<file path="config.mk">
export PLATFORM = sky130hd
export DESIGN_NAME = digit_scan_mux
export DESIGN_NICKNAME = d
export VERILOG_FILES = /design/src/rtl/digit_scan_mux_pkg.sv /design/src/rtl/digit_scan_mux_scan_timer.sv /design/src/rtl/digit_scan_mux.sv
export SDC_FILE = /design/constraint.sdc
export NUM_CORES = 1
export LEC_CHECK = 0
export BUFFER_PORTS_ARGS = -buffer_cell sky130_fd_sc_hd__buf_2
export CELL_PAD_IN_SITES_DETAIL_PLACEMENT = 1
export CELL_PAD_IN_SITES_GLOBAL_PLACEMENT = 1
export CORE_ASPECT_RATIO = 0.6
export CORE_MARGIN = 8
export CORE_UTILIZATION = 45
export CTS_BUF_LIST = sky130_fd_sc_hd__clkbuf_2
export CTS_CLUSTER_DIAMETER = 200
export DETAILED_ROUTE_END_ITERATION = 8
export PLACE_DENSITY_LB_ADDON = 0.25
export RECOVER_POWER = 100
export SYNTH_ARGS = -nofsm -noshare
export SYNTH_HDL_FRONTEND = slang
export SYNTH_SLANG_ARGS = --single-unit
</file>
<file path="constraint.sdc">
create_clock -name clk -period 2.5 [get_ports clk]
set_input_delay 0.125 -clock clk [delete_from_list [all_inputs] [get_ports clk]]
set_output_delay 0.125 -clock clk [all_outputs]
set_load 0.1 [all_outputs]
</file>
<file path="src/rtl/digit_scan_mux_pkg.sv">
// digit_scan_mux_pkg: shared scan state encoding and sizing/polarity helpers for the digit scanner.
package digit_scan_mux_pkg;
    localparam int MAX_DIGITS = 64;
    typedef logic [MAX_DIGITS-1:0] an_vec_t;
    typedef enum logic {BLANK = 1'b0, DRIVE = 1'b1} scan_state_t;
    function automatic int sel_width(input int n);
        return (n <= 2) ? 1 : $clog2(n);
    endfunction
    function automatic an_vec_t an_level(input an_vec_t onehot, input logic active_low);
        return active_low ? ~onehot : onehot;
    endfunction
endpackage

</file>
<file path="src/rtl/digit_scan_mux_scan_timer.sv">
// digit_scan_mux_scan_timer: slot counter sequencing BLANK/DRIVE phases and flagging the end of each digit slot.
module digit_scan_mux_scan_timer
    import digit_scan_mux_pkg::*;
#(
    parameter int TICK_DIV  = 100000,
    parameter int BLANK_CYC = 2
) (
    input  logic        clk,
    input  logic        reset,
    output scan_state_t state,
    output scan_state_t state_nxt,
    output logic        advance
);
    localparam int CNT_W = sel_width(TICK_DIV > BLANK_CYC ? TICK_DIV : BLANK_CYC);
    localparam logic [CNT_W-1:0] TICK_LAST = CNT_W'(TICK_DIV - 1);
    localparam logic [CNT_W-1:0] BLANK_LAST = CNT_W'(BLANK_CYC > 0 ? BLANK_CYC - 1 : 0);
    // With no blank interval the scan lives permanently in DRIVE.
    localparam scan_state_t FIRST = BLANK_CYC > 0 ? BLANK : DRIVE;
    logic [CNT_W-1:0] cnt;
    logic             blank_done;
    always_comb begin
        blank_done = state == BLANK && cnt == BLANK_LAST;
        advance    = state == DRIVE && cnt == TICK_LAST;
        state_nxt  = blank_done ? DRIVE : (advance && BLANK_CYC > 0) ? BLANK : state;
    end
    always_ff @(posedge clk) begin
        if (reset) begin
            state <= FIRST;
            cnt   <= '0;
        end else begin
            state <= state_nxt;
            cnt   <= (blank_done || advance) ? '0 : cnt + 1'b1;
        end
    end
endmodule

</file>
<file path="src/rtl/digit_scan_mux.sv">
// digit_scan_mux: time-multiplexed digit scanner with frame-coherent shadow digits,
// anti-ghosting blank interval and per-digit anode enables.
module digit_scan_mux
    import digit_scan_mux_pkg::*;
#(
    parameter  int NUM_DIGITS    = 8,
    parameter  int DATA_W        = 4,
    parameter  int TICK_DIV      = 100000,
    parameter  int BLANK_CYC     = 2,
    parameter  int AN_ACTIVE_LOW = 1,
    localparam int SEL_W         = sel_width(NUM_DIGITS)
) (
    input  logic                         clk,
    input  logic                         reset,
    input  logic [NUM_DIGITS*DATA_W-1:0] digits_in,
    input  logic [NUM_DIGITS-1:0]        digit_en,
    input  logic                         load,
    output logic [NUM_DIGITS-1:0]        an,
    output logic [DATA_W-1:0]            digit_out,
    output logic [SEL_W-1:0]             sel,
    output logic                         frame_start
);
    localparam logic       POL      = AN_ACTIVE_LOW != 0;
    localparam an_vec_t    AN_OFF   = an_level('0, POL);
    localparam [SEL_W-1:0] LAST_SEL = SEL_W'(NUM_DIGITS - 1);
    scan_state_t                  state, state_nxt;
    logic                         advance, wrap, enter_drive, pend_valid;
    logic [SEL_W-1:0]             sel_nxt;
    logic [NUM_DIGITS*DATA_W-1:0] shadow, pending, shadow_nxt;
    logic [NUM_DIGITS-1:0]        lit;
    an_vec_t                      an_lvl;
    digit_scan_mux_scan_timer #(.TICK_DIV(TICK_DIV), .BLANK_CYC(BLANK_CYC)) timer (
        .clk(clk),
        .reset(reset),
        .state(state),
        .state_nxt(state_nxt),
        .advance(advance)
    );
    // Outputs are computed from next-cycle values so registered outputs line up with the scan state.
    always_comb begin
        wrap        = advance && sel == LAST_SEL;
        sel_nxt     = advance ? (wrap ? '0 : sel + 1'b1) : sel;
        shadow_nxt  = (wrap && load) ? digits_in : (wrap && pend_valid) ? pending : shadow;
        lit         = state_nxt == DRIVE ? (NUM_DIGITS'(1) << sel_nxt) & digit_en : '0;
        an_lvl      = an_level(an_vec_t'(lit), POL);
        enter_drive = state_nxt == DRIVE && (state == BLANK || advance);
    end
    always_ff @(posedge clk) begin
        if (reset) begin
            sel         <= '0;
            digit_out   <= '0;
            frame_start <= 1'b0;
            an          <= AN_OFF[NUM_DIGITS-1:0];
            shadow      <= '0;
            pending     <= '0;
            pend_valid  <= 1'b0;
        end else begin
            sel         <= sel_nxt;
            digit_out   <= shadow_nxt[int'(sel_nxt)*DATA_W +: DATA_W];
            frame_start <= enter_drive && sel_nxt == '0;
            an          <= an_lvl[NUM_DIGITS-1:0];
            shadow      <= shadow_nxt;
            pending     <= load ? digits_in : pending;
            pend_valid  <= !wrap && (load || pend_valid);
        end
    end
endmodule

</file>
After elaboration in Yosys (flattened, before gate mapping)
Index checks and enable logic that the tools add are counted.
Operators by class
  shift-type cells: 2
  magnitude comparators: 0
  multiply operators: 0
  bitwise gates (word level): 3
  muxes and demuxes: 7
  divide/modulo/power cells: 0
  eq/ne operators: 3
  reduce and logical (&&, ||, !) cells: 14
  add/sub/neg operators: 2
Operators by type and width (number)
  2-to-1 mux 32 bit: 2
  indexed part select 32 x 6 -> 4 bit: 1
  adder 17 x 1 -> 17 bit (second input constant): 1
  == test 17 x 1 -> 1 bit (second input constant): 1
  == test 17 bit (second input constant): 1
  bitwise AND 8 bit: 1
  logical AND 1 bit: 8
  2-to-1 mux 8 bit: 1
  inverter 8 bit: 1
  left shift 1 x 3 -> 8 bit (first input constant): 1
  2-to-1 mux 3 bit: 2
  adder 3 x 1 -> 3 bit (second input constant): 1
  == test 3 bit (second input constant): 1
  logical NOT 3 bit: 1
  logical OR 1 bit: 3
  2-to-1 mux 1 bit: 2
  OR reduction 2 bit: 1
  logical NOT 1 bit: 1
  inverter 1 bit: 1
Word-level totals
  memories: 0
  memory bits (writable): 0
  ROM bits: 0
  bits in registers: 99
  latch bits: 0
  output and inout port bits: 16

Logic depth before layout (Yosys ltp)
Gate-level depths: netlist of run 1.
  depth in word-level cells: 9
  depth in mapped cells: 11
  mapped depth without buffers: 9

Modules after synthesis
From an unflattened synthesis of run 1, not the netlist that was laid out.
Second synthesis, totals
  cells, all modules: 558
  area, all modules: 4789.6 µm²
By module, submodules not included
  digit_scan_mux: area each 3822.4 µm², instances 1, cells an instance 451
  digit_scan_mux_scan_timer: area each 967.2 µm², instances 1, cells an instance 107

Worst setup path before layout of run 1
Ideal clock, no wire load.
  kind: register to register
  from: reg sel[1]
  to: reg digit_out[0]
  arrival: 2.845 ns
  setup time: 0.061 ns
  buffers on the path: 2
  path slack: -0.406 ns
  period minus slack after synthesis: 2.906 ns
  stages on the path, launching flop included: 12
  cell sequence: dfxtp_1 > ha_1 > ha_1 > and2_1 > buf_2 > nand4b_1 > nor2_1 > buf_4 > o22a_1 > o21ai_0 > o21ai_0 > and4b_1
On the way
  cells in the longest elaborated chain, start to end: 6
  elaborated cells on any way between the ends: 10
  classes of those cells: add/sub: 1; eq/ne: 1; shift: 1; mux: 4; reduce/logical: 3
Ends and longest elaborated chain
  start, declared: line digit_scan_mux.sv:20  | output logic [SEL_W-1:0] sel,
  start signal, assigned: line digit_scan_mux.sv:58  | sel <= sel_nxt;
  branches (longest 5 deep; another with adder 3 x 1 -> 3 bit)
  indexed part select 32 x 6 -> 4 bit *: line digit_scan_mux.sv:59  | digit_out <= shadow_nxt[int'(sel_nxt)*DATA_W +: DATA_W];
  end signal, assigned: line digit_scan_mux.sv:59
  end, declared: line digit_scan_mux.sv:19  | output logic [DATA_W-1:0] digit_out,
Every way passes the cells marked *.
A chain may end at the register's enable or synchronous reset.

Final worst setup path of run 1
  from: reg timer.cnt[15]
  to: reg digit_out[2]
On the way
  cells in the longest elaborated chain, start to end: 7
  elaborated cells on any way between the ends: 10
  classes of those cells: eq/ne: 1; shift: 1; mux: 4; reduce/logical: 4
Ends and longest elaborated chain
  start, declared: line digit_scan_mux_scan_timer.sv:19  | logic [CNT_W-1:0] cnt;
  start signal, assigned: line digit_scan_mux_scan_timer.sv:32  | cnt <= (blank_done || advance) ? '0 : cnt + 1'b1;
  == test 17 bit *: line digit_scan_mux_scan_timer.sv:23  | advance = state == DRIVE && cnt == TICK_LAST;
  logical AND 1 bit *: line digit_scan_mux_scan_timer.sv:23
  logical AND 1 bit: line digit_scan_mux.sv:41  | wrap = advance && sel == LAST_SEL;
  logical AND 1 bit: line digit_scan_mux.sv:43  | shadow_nxt = (wrap && load) ? digits_in : (wrap && pend_valid) ? pending : shadow;
  2-to-1 mux 32 bit (2 in series): line digit_scan_mux.sv:43
  indexed part select 32 x 6 -> 4 bit *: line digit_scan_mux.sv:59
Mark *: on every way between the ends. The rest lies on a longest branch, timed or not.

==> metrics.md, run 1 <==
| Metric | Value |
|---|---|
| Switching power | `0.779 mW` |
| Final worst slack | `0.00313 ns` |
| Post-layout nets | `642` |
| Final ANT Viol Nets | `0` |
| CTS tree | `yes` |
| Placed cell area | `4830 um2` |
| Area leader, netlist | `dfxtp_1` |
| Die H | `92.1 um` |
| Share of cells above drive strength 1 | `20.7%` |
| Post-synth EDFFs | `0` |
| Setup CP Type | `reg -> reg` |
| Crit path capture type | `register` |
| Min Hold Slack | `0.0308 ns` |
| WL per Instance | `20.7 um` |
| Global-route wire length before repair | `21.9 mm` |
| Worst skew pair latency | `0.58 ns` |
| Routability cong. | `0.866` |
| Maximum vdd ir drop | `0.000226 V` |
| DP Worst Slack | `-0.0304 ns` |
| Filler Cells Inserted | `1094` |
| Drt drc | `0` |
| Die Wd | `143 um` |
| Vias in the first global route | `4129` |
| Status | `complete, no violations` |
| Largest net degree at the start of global routing | `45` |
| Sw frac | `27.1%` |
| Max-slew violations | `0` |
| Clock root cell | `clkbuf_2` |
| Startpoint types | `register` |
| Leak pwr | `2.30 nW` |
| Total GRT Usage | `21.2%` |
| Post-synthesis cell count | `477` |
| Pwr Density | `517 nW/um2` |
| DR iter-0 viols | `351` |
| DRT Pass-1 Iters | `5` |
| Die area | `13200 um2` |
| Logic pwr share | `11.0%` |
| Ys async rst share | `0%` |
| Routed via count | `4149` |
| Growth of design area from synthesis to finish | `28.1%` |
| Critical Path RT | `3.02 ns` |
| Grt ovf | `0` |
| Antenna violations before repair | `0` |
| Synth cell types | `51` |
| CP arrival | `3.02 ns` |
| Max Cap Violations | `0` |
| Design Area, Final | `5570 um2` |
| Max incr delay on CP | `0.59 ns` |
| H-tree depth | `3` |
| Vias/cell | `5.68` |
| Mapped Area | `4350 um2` |
| Final Cycle Share | `99.9%` |
| Max_slew headroom | `19.7%` |
| Crit path cell chain | `nand2_1 > nor4_4 > nand4_1 > buf_4 > o22ai_1 > o21ai_0 > nor2_1 > and4b_1` |
| P_int | `2.10 mW` |
| Clk network pwr share | `31.0%` |
| Hold Vio Cnt, Final | `0` |
| Clock slew at reported path FFs | `0.29 ns` |
| Synth top area cells | `dfxtp_1 (46%), nor2_1 (9.1%), mux2i_1 (8.1%)` |
| Most frequent cells in the layout | `nor2_1 (103), dfxtp_1 (93), buf_2 (42), dlygate4sd3_1 (42), mux2i_1 (34)` |
| Ys Warns | `0` |
| Final core utilization | `59.9%` |
| Syn avg cell area | `9.12 um2` |
| Crit path max fanout | `12` |
| CTS sink cnt | `99` |
| Slowest-stage cell, CP | `dfxtp_1` |
| Final clock skew | `0.0328 ns` |
| Final setup viols | `0` |
| Syn Nets | `524` |
| Initial core utilization | `46.8%` |
| Worst-margin pin slew | `1.21 ns` |
| CORE AREA | `9290 um2` |
| Commonest non-fill, non-tap cell in the layout | `nor2_1` |
| Antenna cells | `0` |
| Worst Hold Class | `in -> reg` |
| Fmax achieved | `401 MHz` |
| Sequential-to-total area share from yosys stat | `45.6%` |
| DP HPWL | `9.46 mm` |
| Yosys reg bits | `99` |
| Synth Flop Type | `dfxtp_1` |
| Clock buffer depth | `2` |
| # IOs | `59` |
| Number of port buffers | `58` |
| Synth top area share | `45.6%` |
| Total CTS buffers | `9` |
| Final wirelength | `15.1 mm` |
| Seq pwr share | `58.0%` |
| Std-Cell Rows | `27` |
| Final min period | `2.50 ns` |
[registers in the layout, summed over array words and instances (netlist names)]
register     count
an               8
digit_out        4
frame_start      1
pend_valid       1
pending         32
sel              3
shadow          32
timer.cnt       17
timer.state      1
[metal layers]
layer / vias to the layer above / wire length, um / GRT usage, %
met2: 170 / 6840 / 33.1
met4: 0 / 233 / 6.33
li1: 1911 / - / -
met3: 26 / 1150 / 5.85
met1: 2042 / 6890 / 28.0
met5: - / 0 / 0
[area by class of cell]
type	count	area, um2	share of cell area [%]
clock buffers	9	45.0	0.809
clock inverters	7	90.1	1.62
inverters	4	15.0	0.270
multi-input cells	347	2270	40.8
flip-flops and latches	99	1990	35.8
well taps	130	163	2.92
repair buffers	134	988	17.7
[cell families after synthesis]
group / count (synthesis) / synth area share [%]
and+or+nand+nor: 215 / 26.1
DFF: 99 / 45.6
AOI/OAI and AO/OA: 77 / 12.3
muxes: 36 / 8.40
buffers and inverters: 31 / 3.45
xor gates and xnor gates: 15 / 3.02
adders and majority gates: 4 / 1.15
[worst max-delay path: cells and delay by family, from the launching register on]
family / cells / cell delay (ns)
and+or+nand+nor: 5 / 1.13
AOI/OAI and AO/OA: 2 / 0.49
buffers and inverters: 1 / 0.23
DFF: 1 / 0.59
[cell usage after synthesis (4+ instances only)]
library cell,count
a21oi_1,14
and2_1,5
and3_1,4
and4b_1,5
buf_2,6
clkbuf_1,14
dfxtp_1,99
ha_1,4
inv_1,4
mux2i_1,35
nand2_1,13
nand3_1,17
nand4_1,6
nor2_1,105
nor2b_1,5
nor3_1,23
nor3b_1,6
o21ai_0,15
o22a_1,18
o22ai_1,13
xnor2_1,5
xor2_1,10
[path summary, 6_finish.rpt]
path / start / to / slack [ns] / cells after the start
max: timer.cnt[15]$_SDFF_PP0_ / digit_out[2]$_SDFF_PP0_ / 0.003 / 8
min: reset / pending[7]$_SDFFE_PP0P_ / 0.03 / 2
max reg2reg: timer.cnt[15]$_SDFF_PP0_ / digit_out[2]$_SDFF_PP0_ / 0.003 / 8
min reg2reg: pending[31]$_SDFFE_PP0P_ / pending[31]$_SDFFE_PP0P_ / 0.54 / 2
[metrics by stage]
stage	power, mW	TNS, ns	std cells
detailed placement	1.95	-0.0574	657
floorplan	1.85	0	477
finish	2.88	0	730
global placement	1.94	0	657
global route	2.98	-0.251	730
CTS	2.87	0	716
[timing repair]
| item | 4_1_cts | 5_1_grt |
|---|---|---|
| endpoints found under the hold margin | 73 | 0 |
| buffers inserted | 1 | 12 |
| endpoints found under the setup margin | 4 | 4 |
| resized for setup | 5 | 17 |
| cloned | 0 | 2 |
| hold buffers | 42 | 0 |
| pin swaps | 2 | 3 |
[power groups by stage]
stage               combinational [mW]  sequential, mW  clock [mW]
global route                     0.344            1.68       0.961
floorplan                        0.135            1.71           0
finish                           0.315            1.67       0.892
detailed placement               0.259            1.69           0
global placement                 0.249            1.69           0
CTS                              0.312            1.66       0.896
Note: power is estimated with default switching activity, not from simulation.
==> inputs of run 2 (changes only) <==
- ABC_CLOCK_PERIOD_IN_PS: not set -> 2900
- CORE_UTILIZATION: 45 -> 49
- SETUP_SLACK_MARGIN: not set -> 0.4
- clock period: 2.5 -> 2.9 ns (I/O delays scaled with it)
==> run 2 against run 1 <==
Compared with the run above:
- power fell by 16%
- clock-buffer cell count is 2 higher
- sequential power is 14% lower
- largest cell class unchanged
- highest routed layer unchanged
==> metrics.md, run 2 (synthesis results as in run 1) <==
| Metric | Value |
|---|---|
| Critical Path End | `digit_out[0]$_SDFF_PP0_` |
| Routed via count | `4153` |
| Antenna violations before repair | `0` |
| Global-route wire length before repair | `21.8 mm` |
| Critical R2R Capture | `digit_out[0]$_SDFF_PP0_` |
| Setup TNS | `0 ns` |
| DR iter-0 viols | `330` |
| Vias/cell | `5.92` |
| Pwr Density | `449 nW/um2` |
| Clock buffer depth | `2` |
| Die area | `12200 um2` |
| Max-slew violations | `0` |
| Final Cycle Share | `90.5%` |
| Total GRT Usage | `22.8%` |
| Critical Path RT | `3.49 ns` |
| Die H | `89.0 um` |
| DRT Pass-1 Iters | `7` |
| Commonest non-fill, non-tap cell in the layout | `nor2_1` |
| Largest regs | `pending x32, shadow x32, timer.cnt x17` |
| WL per Instance | `21.1 um` |
| Filler Cells Inserted | `1016` |
| Antenna cells | `0` |
| Cells on Worst Hold Path | `2` |
| Worst setup path startpoint | `sel[0]$_SDFF_PP0_` |
| Final setup viols | `0` |
| Std-Cell Rows | `26` |
| Routability cong. | `0.805` |
| DP Worst Slack | `0.315 ns` |
| Maximum vdd ir drop | `0.000220 V` |
| Die Wd | `138 um` |
| Number of port buffers | `58` |
| Post-layout nets | `631` |
| Status | `complete, no violations` |
| Clock root cell | `clkbuf_2` |
| Worst-margin pin slew | `1.23 ns` |
| DP HPWL | `9.04 mm` |
| Vias in the first global route | `4194` |
| Startpoint types | `register` |
| Reg2reg setup slack | `0.28 ns` |
| Initial core utilization | `50.8%` |
| Worst r2r path cells | `10` |
| Min Hold Slack | `0.0604 ns` |
| Total power | `2.40 mW` |
| Max_slew headroom | `18.6%` |
| # IOs | `59` |
| Worst skew pair latency | `0.61 ns` |
| Total CTS buffers | `9` |
| Final wirelength | `14.8 mm` |
| Most frequent cells in the layout | `nor2_1 (105), dfxtp_1 (93), dlygate4sd3_1 (43)` |
| Growth of design area from synthesis to finish | `23.3%` |
| Max Cap Violations | `0` |
| Drt drc | `0` |
| H-tree depth | `3` |
| Final clock skew | `0.0271 ns` |
| Largest net degree at the start of global routing | `40` |
| CTS sink cnt | `99` |
| CORE AREA | `8560 um2` |
| Leak pwr | `2.20 nW` |
| Setup CP Type | `reg -> reg` |
| Hold Vio Cnt, Final | `0` |
| Crit path capture type | `register` |
| RSZ-0062 raised after global routing | `yes` |
| Final ANT Viol Nets | `0` |
| CTS tree | `yes` |
| Worst Hold Class | `in -> reg` |
| Share of cells above drive strength 1 | `16.8%` |
| Fmax achieved | `381 MHz` |
| Final worst slack | `0.276 ns` |
| Reg2reg start | `sel[0]$_SDFF_PP0_` |
| Crit path max fanout | `9` |
| Grt ovf | `0` |
| Final min period | `2.62 ns` |
| Clock slew at reported path FFs | `0.28 ns` |
| CP arrival | `3.21 ns` |
## run 2: cell types whose count changed in the layout (fill, tap and decap cells not counted), sizes merged
| cell | change |
|---|---|
| buf | -17 |
| clkbuf | +7 |
| bufinv | -1 |
| dlygate4sd3 | +1 |
| inv | +1 |
| clkinv | -2 |
## run 2: through the flow
step                area (um2)  cells  utilization (%)
finish                    5360    701             62.6
global route              5360    701             62.6
CTS                       5270    689             61.6
detailed placement        4710    628             55.1
global placement          4710    628             55.1
floorplan                 4360    477                -
## run 2: worst max-delay path: stages (launching register included)
cell	delay, ns
dfxtp_1	0.43
ha_1	0.22
ha_1	0.22
and2_4	0.20
nand4_1	0.21
clkbuf_1	0.18
clkbuf_1	0.34
o22a_1	0.23
o21ai_0	0.14
o21ai_0	0.22
and4b_1	0.20
## run 2: power breakdown
group          switching (mW)  leakage, nW  internal (mW)
Combinational           0.151         1.32          0.124
Sequential             0.0378        0.809           1.41
Clock                   0.481       0.0742          0.204
Total                   0.670         2.20           1.73
## run 2: per-layer routing
layer	track usage (%)	up-vias	part of all wire (%)
met5	0	-	0
met4	6.18	0	1.9
met3	6.23	26	8.2
met2	36.2	182	45
met1	30.0	2049	45
li1	-	1896	-
## run 2: final cells by class
cell class	count	area, um2	area share [%]
tap	112	140	2.61
timing repair buffer	123	865	16.1
inverter	4	15.0	0.280
clock inverter	5	51.3	0.957
sequential	99	1990	37.2
multi-input combinational	347	2240	41.8
clock buffer	11	55.1	1.03
## run 2: repair_timing
action | CTS | global route
buffers inserted | 2 | 10
endpoints found under the setup margin | 4 | 4
hold endpoints to repair | 69 | 0
pin swaps | 3 | 4
gates resized for setup | 3 | 20
hold buffers | 43 | 0
cloned | 0 | 2
## run 2: worst min-delay path by stage
stage / startpoint / endpoint / slack, ns
2_1_floorplan: digit_en[0] / an[0]$_SDFF_PP1_ / 0.22
3_3_place_gp: digit_en[3] / an[3]$_SDFF_PP1_ / 0.32
3_5_place_dp: digit_en[1] / an[1]$_SDFF_PP1_ / 0.33
4_1_cts: reset / shadow[25]$_SDFF_PP0_ / 0.05
5_1_grt: reset / shadow[2]$_SDFF_PP0_ / 0.06
6_report: reset / shadow[25]$_SDFF_PP0_ / 0.06
==> inputs of run 3 (changes only) <==
- SETUP_SLACK_MARGIN: 0.4 -> 0.15
==> run 3 against run 2 <==
Compared with the run above:
- power decreased by 1.9%
- sequential share of layout area increased by 1.1 points
- utilization decreased by 2.0 points
- design area decreased by 3.2%
- worst hold slack improved by 0.045 ns
- final cell count decreased by 2.3%
- register-to-register slack improved by 0.02 ns
- non-clock buffer count decreased by 16
- largest cell class unchanged
- largest power group unchanged
- highest routed layer unchanged
==> metrics.md, run 3 (synthesis results as in run 1) <==
| Metric | Value |
|---|---|
| Status | `complete, no violations` |
| RSZ-0062 raised after global routing | `yes` |
| Max_slew headroom | `19.8%` |
| H-tree depth | `3` |
| DR iter-0 viols | `216` |
| Setup CP Type | `reg -> reg` |
| Leak pwr | `2.12 nW` |
| Largest regs | `pending x32, shadow x32, timer.cnt x17` |
| CTS tree | `yes` |
| Critical R2R Capture | `digit_out[3]$_SDFF_PP0_` |
| Initial core utilization | `50.8%` |
| DRT Pass-1 Iters | `4` |
| Critical Path End | `digit_out[3]$_SDFF_PP0_` |
| Worst setup path startpoint | `sel[1]$_SDFF_PP0_` |
| Min Hold Slack | `0.105 ns` |
| Worst skew pair latency | `0.62 ns` |
| Design Area, Final | `5190 um2` |
| Crit path max fanout | `29` |
| Crit path capture type | `register` |
| Final min period | `2.61 ns` |
| Share of cells above drive strength 1 | `14.5%` |
| Antenna violations before repair | `1` |
| Routability cong. | `0.793` |
| Hold Vio Cnt, Final | `0` |
| Number of port buffers | `58` |
| DP HPWL | `9.09 mm` |
| Std-Cell Rows | `26` |
| Clock slew at reported path FFs | `0.26 ns` |
| Die Wd | `138 um` |
| Final Cycle Share | `89.9%` |
| Grt ovf | `0` |
| Wl on met1 | `6.37 mm` |
| Global-route wire length before repair | `21.4 mm` |
| Maximum vdd ir drop | `0.000208 V` |
| Vias in the first global route | `4124` |
| CORE AREA | `8560 um2` |
| DR top layer | `met4` |
| Placed cell area | `4710 um2` |
| Drt drc | `0` |
| Clock root cell | `clkbuf_2` |
| Reg2reg start | `sel[1]$_SDFF_PP0_` |
| Critical Path RT | `3.43 ns` |
| Die area | `12200 um2` |
| Final ANT Viol Nets | `0` |
| Routed via count | `3843` |
| Met2 wire len | `5.52 mm` |
| Most frequent cells in the layout | `nor2_1 (105), dfxtp_1 (95), dlygate4sd3_1 (41), buf_2 (41), mux2i_1 (35)` |
| Total GRT Usage | `22.6%` |
| # IOs | `59` |
| Total CTS buffers | `9` |
| WL per Instance | `19.1 um` |
| Final clock skew | `0.0228 ns` |
| Setup TNS | `0 ns` |
| Clock buffer depth | `2` |
| Commonest non-fill, non-tap cell in the layout | `nor2_1` |
| Worst Hold Class | `in -> reg` |
| Max Cap Violations | `0` |
| CTS sink cnt | `99` |
| Startpoint types | `register` |
| CP arrival | `3.14 ns` |
| Largest net degree at the start of global routing | `46` |
| Vias/cell | `5.61` |
| Die H | `89.0 um` |
| Worst-margin pin slew | `1.21 ns` |
| Worst r2r path cells | `9` |
| Pwr Density | `454 nW/um2` |
| Max-slew violations | `0` |
| Post-layout nets | `615` |
| Final setup viols | `0` |
| Reg2reg setup slack | `0.29 ns` |
| Final wirelength | `13.1 mm` |
| Fmax achieved | `383 MHz` |
| Met3 routed WL | `976 um` |
| Growth of design area from synthesis to finish | `19.4%` |
run 3: worst min path at each step:
| stage | endpoint | cells past startpoint | startpoint |
|---|---|---|---|
| 2_1_floorplan | an[0]$_SDFF_PP1_ | 1 | digit_en[0] |
| 3_3_place_gp | an[7]$_SDFF_PP1_ | 2 | digit_en[7] |
| 3_5_place_dp | an[4]$_SDFF_PP1_ | 2 | digit_en[4] |
| 4_1_cts | pending[0]$_SDFFE_PP0P_ | 2 | reset |
| 5_1_grt | pending[13]$_SDFFE_PP0P_ | 2 | reset |
| 6_report | shadow[0]$_SDFF_PP0_ | 2 | reset |
run 3: cell type report:
cell class / instances / area (um2)
Clock buffer: 9 / 45.0
Antenna cell: 1 / 2.50
Clock inverter: 6 / 57.6
Inverter: 4 / 15.0
Sequential cell: 99 / 1990
Timing Repair Buffer: 107 / 737
Multi-Input combinational cell: 347 / 2210
Fill cell: 1003 / 3370
Tap cell: 112 / 140
run 3: critical path, cell delays in order, from the launching register on:
cell and delay [ns]:
dfxtp_2 0.45, ha_1 0.19, ha_1 0.22, and2_1 0.39, nand4_1 0.14, buf_4 0.29, o221ai_2 0.23, nor2_1 0.07
or3_1 0.35, and4b_1 0.19
run 3: metrics by stage:
step / cells / power, mW / worst slack [ns] / utilization (%)
global route: 685 / 2.46 / 0.0848 / 60.7
CTS: 684 / 2.37 / 0.176 / 61.0
floorplan: 477 / 1.60 / 0.368 / -
finish: 685 / 2.36 / 0.292 / 60.7
detailed placement: 628 / 1.68 / 0.237 / 55.0
global placement: 628 / 1.66 / 0.347 / 55.0
run 3: metal layers:
| metal | vias up | global-route usage (%) |
|---|---|---|
| li1 | 1860 | - |
| met5 | - | 0 |
| met1 | 1858 | 30.2 |
| met3 | 21 | 7.18 |
| met4 | 0 | 6.86 |
| met2 | 104 | 34.3 |
run 3: what timing repair did:
item,in CTS,in global routing
setup endpoints to repair,0,4
buffers inserted,0,0
resized for setup,0,5
endpoints found under the hold margin,70,0
hold buffers,41,0
run 3: power by group:
part           internal [mW]  total (mW)  switching, mW
registers               1.41        1.44         0.0348
clock network          0.187       0.657          0.470
logic                  0.113       0.259          0.146
total                   1.71        2.36          0.651
